### src/rtl/mult_pkg.sv
// Shared types and helpers for the radix-4 Booth multiplier.
package mult_pkg;

   typedef enum logic [1:0] {
      IDLE,
      CALC,
      DONE
   } mult_state_e;

   typedef enum logic [2:0] {
      ZERO,
      POS1,
      POS2,
      NEG1,
      NEG2
   } booth_digit_e;

   function automatic booth_digit_e booth_encode(input logic [2:0] bits);
      booth_digit_e d;
      case (bits)
         3'b001, 3'b010: d = POS1;
         3'b011:         d = POS2;
         3'b100:         d = NEG2;
         3'b101, 3'b110: d = NEG1;
         default:        d = ZERO;
      endcase
      return d;
   endfunction

   function automatic int iter_count(input int width);
      return (width + 2) / 2;
   endfunction

endpackage

### src/rtl/booth_r4_pp.sv
// Partial-product selector: maps one Booth digit onto the
// pre-shifted multiplicand.
module booth_r4_pp
   import mult_pkg::*;
#(
   parameter int AW = 20
) (
   input  booth_digit_e            digit,
   input  logic signed [AW-1:0]    mcand,
   output logic signed [AW-1:0]    addend
);

   always_comb begin
      addend = '0;
      unique case (digit)
         POS1:    addend = mcand;
         POS2:    addend = mcand <<< 1;
         NEG1:    addend = -mcand;
         NEG2:    addend = -(mcand <<< 1);
         default: addend = '0;
      endcase
   end

endmodule

### src/rtl/mult_booth_r4_seq.sv
// Iterative radix-4 Booth multiplier, one digit per clock,
// valid/ready on both sides.
module mult_booth_r4_seq
   import mult_pkg::*;
#(
   parameter int WIDTH = 8
) (
   input  logic               clk,
   input  logic               rst_n,
   input  logic               in_valid,
   output logic               in_ready,
   input  logic [WIDTH-1:0]   A,
   input  logic [WIDTH-1:0]   B,
   input  logic               is_signed,
   output logic               out_valid,
   input  logic               out_ready,
   output logic [2*WIDTH-1:0] product,
   output logic               busy
);

   localparam int ITER = iter_count(WIDTH);
   localparam int AW   = 2*WIDTH + 4;
   localparam int CW   = $clog2(ITER + 1);

   if ((WIDTH % 2) != 0 || WIDTH < 4) begin : g_bad_width
      $error("mult_booth_r4_seq: WIDTH must be even and >= 4");
   end

   mult_state_e         state;
   logic [CW-1:0]       cnt;
   logic signed [AW-1:0] acc;
   logic signed [AW-1:0] mcand;
   logic [WIDTH+1:0]    mplr;
   logic                mprev;

   booth_digit_e        digit;
   logic signed [AW-1:0] addend;
   logic signed [AW-1:0] acc_nxt;
   logic                a_ext;
   logic                b_ext;

   assign digit   = booth_encode({mplr[1], mplr[0], mprev});
   assign acc_nxt = acc + addend;
   assign a_ext   = is_signed & A[WIDTH-1];
   assign b_ext   = is_signed & B[WIDTH-1];

   booth_r4_pp #(
      .AW (AW)
   ) u_pp (
      .digit  (digit),
      .mcand  (mcand),
      .addend (addend)
   );

   // Multiplicand moves up two bits per digit instead of a
   // variable shifter; multiplier moves down to expose the next triple.
   always_ff @(posedge clk or negedge rst_n) begin
      if (!rst_n) begin
         state     <= IDLE;
         cnt       <= '0;
         acc       <= '0;
         mcand     <= '0;
         mplr      <= '0;
         mprev     <= 1'b0;
         in_ready  <= 1'b1;
         out_valid <= 1'b0;
         busy      <= 1'b0;
         product   <= '0;
      end else begin
         unique case (state)
            IDLE: begin
               if (in_valid && in_ready) begin
                  mcand    <= {{(AW-WIDTH){a_ext}}, A};
                  mplr     <= {{2{b_ext}}, B};
                  mprev    <= 1'b0;
                  acc      <= '0;
                  cnt      <= CW'(ITER);
                  state    <= CALC;
                  in_ready <= 1'b0;
                  busy     <= 1'b1;
               end
            end
            CALC: begin
               acc   <= acc_nxt;
               mcand <= mcand <<< 2;
               mplr  <= mplr >> 2;
               mprev <= mplr[1];
               cnt   <= cnt - 1'b1;
               if (cnt == CW'(1)) begin
                  state     <= DONE;
                  out_valid <= 1'b1;
                  product   <= acc_nxt[2*WIDTH-1:0];
               end
            end
            DONE: begin
               if (out_ready) begin
                  state     <= IDLE;
                  out_valid <= 1'b0;
                  busy      <= 1'b0;
                  in_ready  <= 1'b1;
               end
            end
            default: state <= IDLE;
         endcase
      end
   end

endmodule
### config.mk
export PLATFORM = sky130hd
export DESIGN_NAME = mult_booth_r4_seq
export DESIGN_NICKNAME = d
export VERILOG_FILES = /design/src/rtl/mult_pkg.sv /design/src/rtl/booth_r4_pp.sv /design/src/rtl/mult_booth_r4_seq.sv
export SDC_FILE = /design/constraint.sdc
export NUM_CORES = 1
export LEC_CHECK = 0
export ABC_CLOCK_PERIOD_IN_PS = 9370
export CAP_MARGIN = 5
export CELL_PAD_IN_SITES_DETAIL_PLACEMENT = 1
export CELL_PAD_IN_SITES_GLOBAL_PLACEMENT = 2
export CORE_MARGIN = 2
export CORE_UTILIZATION = 38
export DETAILED_ROUTE_END_ITERATION = 7
export HOLD_SLACK_MARGIN = 0.06
export PLACE_DENSITY = 0.93
export RECOVER_POWER = 100
export REMOVE_ABC_BUFFERS = 1
export SLEW_MARGIN = 40
export SYNTH_ARGS = -nofsm -noshare
export SYNTH_HDL_FRONTEND = slang
export SYNTH_SLANG_ARGS = --single-unit
### constraint.sdc
create_clock -name clk -period 9.37 [get_ports clk]
set_clock_uncertainty 0.1 [all_clocks]
set_input_delay 1.874 -clock clk [delete_from_list [all_inputs] [get_ports clk]]
set_output_delay 1.874 -clock clk [all_outputs]
set_load 0.02 [all_outputs]
==> results of run 1 <==
## worst reg2reg max path: cells and delay by family, from the launching register on
| family | cells | cell delay [ns] |
|---|---|---|
| AOI/OAI and AO/OA | 6 | 1.20 |
| and+or+nand+nor | 4 | 0.87 |
| DFF | 1 | 0.83 |
| buffers and inverters | 1 | 0.52 |
| adders and majority gates | 1 | 0.35 |
| xor gates and xnor gates | 1 | 0.35 |
## worst max-delay path by stage
| stage | cells after the start | start | end | slack [ns] |
|---|---|---|---|---|
| 4_1_cts | 13 | mprev | product[15] | 5.20 |
| 3_3_place_gp | 6 | in_valid | mplr[7] | 5.24 |
| 2_1_floorplan | 4 | in_valid | mplr[6] | 3.38 |
| 6_report | 6 | in_valid | mplr[6] | 4.21 |
| 5_1_grt | 2 | rst_n | mcand[10] | 3.68 |
| 3_5_place_dp | 13 | mprev | product[15] | 5.24 |
## final cells by class
| type | instances | area, um2 |
|---|---|---|
| clock buffer | 10 | 138 |
| clock inverter | 6 | 88.8 |
| fill | 1287 | 5940 |
| inverter | 11 | 41.3 |
| multi-input combinational | 375 | 2400 |
| sequential | 66 | 1650 |
| tap | 140 | 175 |
| timing repair buffer | 43 | 408 |
## Yosys cell counts, types with 2 or more instances
cell type and n:
a211oi_1 2, a21boi_0 2, a21o_1 9, a21oi_1 24, a221o_1 4, a221oi_1 4, a22oi_1 13, a31oi_1 5
a32oi_1 3, and2_1 2, buf_1 3, clkbuf_1 25, dfrtp_1 65, ha_1 18, inv_1 10, mux2_2 2
mux2i_1 14, nand2_1 84, nand2b_1 7, nand3_1 10, nor2_1 21, nor2b_1 6, nor3_1 5, nor4_1 2
o21ai_0 57, o21ai_1 3, o21bai_1 5, o221ai_1 2, o22ai_1 11, o31ai_1 5, or2_2 3, or3_1 5
xnor2_1 16, xor2_1 11
## power by group through the flow
stage | Clock [mW] | Combinational (mW) | Sequential (mW)
after detailed placement | 0 | 0.0158 | 0.290
final | 0.281 | 0.0145 | 0.285
after CTS | 0.286 | 0.0158 | 0.285
after floorplan | 0 | 0.000403 | 0.290
after global routing | 0.300 | 0.0164 | 0.285
after global placement | 0 | 0.0153 | 0.290
## registers in the layout, summed over array words and instances, names as in the netlist
name       count
mprev          1
busy           1
mcand         16
state          2
cnt            3
acc           16
mplr           9
in_ready       1
out_valid      1
product       16
## per-stage QoR
step                utilization (%)  setup WS [ns]  instance area (um2)
global placement               43.2           5.24                 4680
floorplan                         -           3.38                 4090
CTS                            45.4           5.20                 4920
global route                   45.2           3.68                 4900
detailed placement             43.3           5.24                 4700
finish                         45.2           4.21                 4900
## cell families after synthesis
kind of cell / after synthesis / share of synthesized area, %
buf+inv: 42 / 3.98
simple gates: 156 / 17.5
flops: 66 / 39.2
mux: 16 / 3.86
fa+ha+maj: 19 / 5.82
compound gates: 155 / 23.0
xor+xnor: 29 / 6.56
## per-layer routing
layer | track usage, % | vias up
met2 | 33.7 | 65
met4 | 10.0 | 0
li1 | - | 1782
met3 | 2.79 | 26
met1 | 26.1 | 1827
met5 | 0 | -
==> results.cfg, run 1 <==
[outcome]
outcome = finished with violations
violations = max-capacitance violations, max-slew violations

[drt]
drt_iter0_drc = 167
ant_nets = 0
via_per_inst = 5.68
wl_met3_um = 313
wire_per_inst_um = 17.3
dr.pass1.iters = 4
wirelength_um = 11200
highest_layer = met4
met2WireLength_um = 5360
remaining_drc_errors = 0
vias = 3700
drt-met1-wl_um = 5250

[logic_synthesis]
syn_area_um2 = 4210
synth_cells = 483
ys_warn_count = 0
synth_edf_count = 0
synth_flop_cell = dfrtp_1
netlist.area_leader.share_pct = 38.6
synth_area_leaders = dfrtp_1 39%, nand2_1 7.5%, o21ai_0 6.8%, ha_1 5.3%, mux2i_1 3.3%
synthArstFlopShare_pct = 100
synth_cell_types = 59
ys_seq_elements = 66
ys_seq_area_share_pct = 39.2
synth.avg_cell_area_um2 = 8.72
synth_top_area_cell = dfrtp_1

[worst_setup_path]
rrSetupSlack_ns = 5.05
worst-path-buf-inv = 2
required_ns = 9.52
critPathMaxFanout = 38
worst_setup_path_start_kind = primary input
r2r-end = acc[15]
crit_chain = dlygate4sd3_1, nand2_1, nor3b_1, clkbuf_1, nor2_1, a221o_1
rr_worst_depth = 13
cp-end-kind = flip-flop
rr_startpoint = mprev
cp.arrival_ns = 5.32
critPathTopFamily = buffers and inverters
worstSetupPathType = in -> reg
slowest_delay_ns = 1.36
slowest_stage = clkbuf_1

[hold_path]
hold_depth = 2
hold_start = product[12]
min_to = product[12]
hp-class = reg -> reg

[clock_network]
cts_setup_buffers = 0
cts_htree_levels = 3
clkSinkCount = 66
clock_latency_ns = 0.36
cts_tree = built
cts_buffers = 9
path_clk_slew_ns = 0.08
clockBufferDepth = 2
clock-root-buffer = clkbuf_8
cts_hold_buffers = 0
post_cts_resized = 0

[power]
fin_total_pwr_mw = 0.580
irDropWorstVdd_v = 0.0000643
p_seq_share_pct = 49.1
p_int_mw = 0.449
share_comb_of_total_power_pct = 2.5
p_per_area_nw_per_um2 = 118
cellLeakagePower_nw = 2.22
clock_power_share_pct = 48.4
p_sw_mw = 0.131
switching_share_pct = 22.6

[sta]
final_max_slew_viol_count = 106
hold_violations = 0
finalSetupViolCount = 0
fmax_mhz = 194
max_slew_margin_pct = -138
rsz0062_at_grt = false
min_period_ns = 5.16
tns_ns = 0
finalCritPeriodShare_pct = 55.1
whs_ns = 0.373
tightest_slew_ns = 3.58

[die]
io_pins = 40
core-area_um2 = 10800
row_count = 38
dieArea_um2 = 11900
start_util_pct = 38.9
die_h_um = 109
die_w_um = 109

[global_route]
grt_pass1_vias = 3813
grt_usage_pct = 20.3
antenna_found_initial = 0
grt_pass1_wl_um = 18800
grt_max_degree = 67
grt_overflow = 0

[final_layout]
layout_common_cells = 83 x nand2_1, 65 x dfrtp_1, 60 x o21ai_0
fin_nets = 546
final_layout_size_suffix_gt1_share_pct = 6.85
area_growth_pct = 16.4
n_antenna_cell = 0
mostFrequentLayoutCell = nand2_1
layout.cells.non_filler = 651

[placed_design]
port-buffer-count = 39
hpwlAfterDp_um = 7990
place_congestion = 0.885
placed_cells = 635

[flow_run]
drv_cap = 2
Note: power is estimated with default switching activity, not from simulation.
==> inputs of run 2 (changes only) <==
--- a/config.mk
+++ b/config.mk
@@ -5,15 +5,15 @@
 export SDC_FILE = /design/constraint.sdc
 export NUM_CORES = 1
 export LEC_CHECK = 0
-export ABC_CLOCK_PERIOD_IN_PS = 9370
+export ABC_CLOCK_PERIOD_IN_PS = 5210
 export CAP_MARGIN = 5
 export CELL_PAD_IN_SITES_DETAIL_PLACEMENT = 1
 export CELL_PAD_IN_SITES_GLOBAL_PLACEMENT = 2
 export CORE_MARGIN = 2
-export CORE_UTILIZATION = 38
+export CORE_UTILIZATION = 36
 export DETAILED_ROUTE_END_ITERATION = 7
 export HOLD_SLACK_MARGIN = 0.06
-export PLACE_DENSITY = 0.93
+export PLACE_DENSITY = 0.89
 export RECOVER_POWER = 100
 export REMOVE_ABC_BUFFERS = 1
 export SLEW_MARGIN = 40
==> constraint.sdc (replaced) <==
create_clock -name clk -period 5.21 [get_ports clk]
set_clock_uncertainty 0.1 [all_clocks]
set_input_delay 1.042 -clock clk [delete_from_list [all_inputs] [get_ports clk]]
set_output_delay 1.042 -clock clk [all_outputs]
set_load 0.02 [all_outputs]
==> run 2 against run 1 <==
The flow still finishes with violations (max-capacitance violations, max-slew violations). Largest cell class unchanged. Cell count is 0.92% higher. Sequential share of layout area is 0.48 points lower. Worst setup slack worse by 3.0 ns.
==> results.cfg, run 2 (synthesized netlist as in run 1, its figures left out) <==
[clock_network]
clock-root-buffer = clkbuf_16
clkSinkCount = 66
cts_htree_levels = 3
cts_hold_buffers = 0
cts_setup_buffers = 0
clock_latency_ns = 0.35
cts_buffers = 9
path_clk_slew_ns = 0.06
clockBufferDepth = 2
post_cts_resized = 0
cts_tree = built

[global_route]
grt_overflow = 0
grt_pass1_wl_um = 19500
antenna_found_initial = 0
grt_pass1_vias = 3903
grt_max_degree = 43
grt_usage_pct = 19.4

[sta]
finalCritPeriodShare_pct = 77.6
rsz0062_at_grt = false
min_period_ns = 4.04
hold_violations = 0
finalSetupViolCount = 0
tightest_slew_ns = 1.84
setup_ws_ns = 1.17
fmax_mhz = 247
final_max_slew_viol_count = 112
max_slew_margin_pct = -22.9
tns_ns = 0

[power]
fin_total_pwr_mw = 1.13
clock_power_share_pct = 52.3
cellLeakagePower_nw = 2.25
share_comb_of_total_power_pct = 2.3
p_seq_share_pct = 45.4
p_int_mw = 0.886
irDropWorstVdd_v = 0.000182
p_per_area_nw_per_um2 = 227
switching_share_pct = 21.5
p_sw_mw = 0.243

[drt]
ant_nets = 0
drt_iter0_drc = 159
wire_per_inst_um = 17.4
dr.pass1.iters = 4
vias = 3640
wirelength_um = 11400
via_per_inst = 5.54
remaining_drc_errors = 0

[worst_setup_path]
slowest_delay_ns = 0.43
required_ns = 5.36
cp-end-kind = flip-flop
cpMostUsedCell = o21ai_0
cp.arrival_ns = 4.19
slowest_stage = dfrtp_1
worst_setup_path_start_kind = flip-flop
worstSetupPathType = reg -> reg
crit_chain = inv_1, ha_1, nand2b_1, nand3b_1, or3_1, xor2_1, a32oi_1, o21ai_0, ha_1, nand3_1, nor2_1, o21ai_0, nand2b_1, a31oi_1, xor3_1, o21ai_0
critPathMaxFanout = 5

[die]
die_h_um = 112
start_util_pct = 36.9
row_count = 39
die_w_um = 112
io_pins = 40
core-area_um2 = 11400
dieArea_um2 = 12600

[outcome]
outcome = finished with violations
violations = max-capacitance violations, max-slew violations

[final_layout]
fin_nets = 549
n_antenna_cell = 0
area_growth_pct = 18.1
final_layout_size_suffix_gt1_share_pct = 6.03
top_regs = acc: 16 flops, mcand: 16 flops, product: 16 flops
mostFrequentLayoutCell = nand2_1
layout_common_cells = 84 x nand2_1, 65 x dfrtp_1, 60 x o21ai_0

[placed_design]
dp_slack_ns = 1.26
place_congestion = 0.836
port-buffer-count = 39
hpwlAfterDp_um = 8300

[flow_run]
drv_cap = 3

[hold_path]
hp-class = reg -> reg
run 2: cell types whose count changed in the layout (fill, tap and decap cells not counted), sizes merged:
cell,change
clkbuf,+8
bufinv,-2
buf,-1
clkdlybuf4s50,+1
clkinvlp,-1
dlygate4sd3,-1
inv,-1
run 2: final timing paths:
kind	startpoint	endpoint	slack, ns	depth (start not counted)
min in group asynchronous	rst_n	acc[3]	1.09	1
max in group asynchronous	rst_n	mcand[15]	1.48	2
max reg2reg	mcand[1]	product[15]	1.17	16
min	product[7]	product[7]	0.37	2
max	mcand[1]	product[15]	1.17	16
min reg2reg	product[7]	product[7]	0.37	2
run 2: critical path, delay by kind of cell (launching register included):
kind / cells / cell delay (ns)
AO/OA/AOI/OAI: 5 / 0.73
XOR/XNOR: 2 / 0.54
adder cells (fa/ha/maj): 2 / 0.61
buffers and inverters: 1 / 0.13
flip-flops: 1 / 0.43
AND/OR/NAND/NOR: 6 / 1.39
run 2: cell type report:
cell class | count | area (um2)
fillers | 1361 | 6440
multi-input cells | 375 | 2400
flip-flops and latches | 66 | 1650
repair buffers | 46 | 418
clock buffers | 14 | 274
well taps | 143 | 179
inverters | 11 | 41.3
clock inverters | 2 | 12.5
run 2: power by group through the flow:
stage	clock network (mW)	logic, mW	registers [mW]
2_1_floorplan	0	0.000724	0.522
3_3_place_gp	0	0.0276	0.522
3_5_place_dp	0	0.0281	0.522
4_1_cts	0.603	0.0281	0.513
5_1_grt	0.623	0.0295	0.513
6_report	0.590	0.0261	0.513
run 2: metrics by stage:
stage               cell area (um2)  instances  utilization, %  hold slack, ns
floorplan                      4090        452               -           0.349
CTS                            5000        657            43.8           0.386
finish                         4970        657            43.6           0.371
global route                   4970        657            43.6           0.415
global placement               4710        641            41.3           0.361
detailed placement             4720        641            41.3           0.375
run 2: routing by layer:
| metal | GRT usage [%] | part of all wire [%] |
|---|---|---|
| met5 | 0 | 0 |
| met4 | 8.13 | 2.1 |
| met3 | 3.29 | 2.9 |
| met2 | 32.2 | 47 |
| met1 | 25.0 | 48 |
==> inputs of run 3 (changes only) <==
--- a/config.mk
+++ b/config.mk
@@ -5,15 +5,15 @@
 export SDC_FILE = /design/constraint.sdc
 export NUM_CORES = 1
 export LEC_CHECK = 0
-export ABC_CLOCK_PERIOD_IN_PS = 5210
+export ABC_CLOCK_PERIOD_IN_PS = 3500
 export CAP_MARGIN = 5
 export CELL_PAD_IN_SITES_DETAIL_PLACEMENT = 1
 export CELL_PAD_IN_SITES_GLOBAL_PLACEMENT = 2
 export CORE_MARGIN = 2
-export CORE_UTILIZATION = 36
+export CORE_UTILIZATION = 32
 export DETAILED_ROUTE_END_ITERATION = 7
 export HOLD_SLACK_MARGIN = 0.06
-export PLACE_DENSITY = 0.89
+export PLACE_DENSITY = 0.84
 export RECOVER_POWER = 100
 export REMOVE_ABC_BUFFERS = 1
 export SLEW_MARGIN = 40
==> constraint.sdc (replaced) <==
create_clock -name clk -period 3.5 [get_ports clk]
set_clock_uncertainty 0.1 [all_clocks]
set_input_delay 0.7 -clock clk [delete_from_list [all_inputs] [get_ports clk]]
set_output_delay 0.7 -clock clk [all_outputs]
set_load 0.02 [all_outputs]
==> run 3 against run 2 <==
The run still ends with max-capacitance violations, max-slew violations left. Worst hold slack got worse by 0.24 ns. Maximum frequency rose by 21%. Highest routed layer unchanged. Sequential cell count did not move. Clock-buffer cell count fell by 1.
==> results.cfg, run 3 (synthesized netlist as in run 1, its figures left out) <==
[power]
cellLeakagePower_nw = 2.49
irDropWorstVdd_v = 0.000225
p_per_area_nw_per_um2 = 326

[final_layout]
fin_util_pct = 43.0
layout.cells.non_filler = 721
final_layout_size_suffix_gt1_share_pct = 16.9
area_growth_pct = 29.8
layout_common_cells = 82 x nand2_1, 64 x dfrtp_1, 50 x o21ai_0
n_antenna_cell = 0
fin_area_um2 = 5470
mostFrequentLayoutCell = nand2_1
fin_nets = 585
top_regs = acc: 16 flops, mcand: 16 flops, product: 16 flops

[global_route]
grt_max_degree = 42
grt_usage_pct = 17.7
grt_pass1_vias = 3979
grt_overflow = 0
grt_pass1_wl_um = 20000
antenna_found_initial = 0

[drt]
vias = 3830
ant_nets = 0
wirelength_um = 11900
wire_per_inst_um = 16.5
dr.pass1.iters = 5
via_per_inst = 5.31
remaining_drc_errors = 0
drt_iter0_drc = 153

[worst_setup_path]
worstSetupPathType = reg -> reg
slowest_stage = dfrtp_1
worst_setup_path_start_kind = flip-flop
cp.arrival_ns = 3.45
critPathMaxFanout = 4
slowest_delay_ns = 0.39
rrSetupSlack_ns = 0.15
crit_chain = inv_2, ha_4, nand2b_4, nand3b_1, or3_4, xor2_1, a32oi_1, o21ai_1, ha_1, a21oi_1, o22ai_1, nor2_1, o31ai_2, a31oi_1, xor2_1, o21ai_0
cpMostUsedCell = xor2_1
required_ns = 3.60
critPathTopFamily = compound AO/OA/AOI/OAI gates
worst-path-buf-inv = 1
cp-end-kind = flip-flop

[clock_network]
cts_hold_buffers = 0
path_clk_slew_ns = 0.06
clockBufferDepth = 2
clock-root-buffer = clkbuf_16
cts_tree = built
clkSinkCount = 66
cts_htree_levels = 3
cts_buffers = 9
clock_latency_ns = 0.34

[placed_design]
place_congestion = 0.982
post_dp_cell_area_um2 = 5000
hpwlAfterDp_um = 8760
port-buffer-count = 39
placed_cells = 703

[sta]
max_slew_margin_pct = -43.5
tns_ns = 0
tightest_slew_ns = 2.15
finalCritPeriodShare_pct = 95.7
finalSetupViolCount = 0
rsz0062_at_grt = true
fmax_mhz = 299
final_max_slew_viol_count = 40
whs_ns = 0.136
hold_violations = 0
min_period_ns = 3.35

[outcome]
violations = max-capacitance violations, max-slew violations
outcome = finished with violations

[hold_path]
hp-class = in -> async

[die]
die_h_um = 119
io_pins = 40
core-area_um2 = 12700
die_w_um = 119
row_count = 41
dieArea_um2 = 14100
start_util_pct = 33.1

[flow_run]
drv_cap = 1
[run 3: through the flow]
stage          total power, mW  setup slack [ns]
6_report                  1.78             0.150
3_5_place_dp             0.820           -0.0100
4_1_cts                   1.81           0.00284
3_3_place_gp             0.819            0.0978
2_1_floorplan            0.778             -1.31
5_1_grt                   1.84           -0.0815
[run 3: area by class of cell]
class / count / area (um2)
fillers: 1528 / 7260
multi-input cells: 375 / 2540
flip-flops and latches: 66 / 1650
repair buffers: 82 / 692
clock buffers: 13 / 260
well taps: 172 / 215
clock inverters: 2 / 60.1
inverters: 11 / 41.3
[run 3: worst paths after layout]
kind                                 start         end  cells after the start
worst max-delay path              mcand[1]     acc[12]                     16
worst min-delay path                 rst_n  product[3]                      1
worst min register to register  product[3]  product[3]                      2
min in group clk                product[3]  product[3]                      2
max in group asynchronous            rst_n       mprev                      2
worst max register to register    mcand[1]     acc[12]                     16
[run 3: what timing repair did]
action,4_1_cts,5_1_grt
pin swaps,2,19
gates resized for setup,0,37
buffers inserted,0,3
setup endpoints to repair,2,18
endpoints found under the hold margin,0,0
[run 3: metal layers]
| metal | share of wire (%) | wire (um) | global-route usage [%] | vias to the layer above |
|---|---|---|---|---|
| li1 | - | - | - | 1847 |
| met1 | 46 | 5530 | 22.5 | 1895 |
| met2 | 48 | 5700 | 29.1 | 67 |
| met3 | 3.2 | 383 | 3.52 | 21 |
| met4 | 2.3 | 272 | 8.04 | 0 |
| met5 | 0 | 0 | 0 | - |
[run 3: report_power, final]
part	total (mW)	internal, mW	switching (mW)	leakage, nW
clock	0.978	0.658	0.320	0.156
sequential	0.764	0.764	0	0.735
combinational	0.0394	0.0196	0.0198	1.60
total	1.78	1.44	0.339	2.49
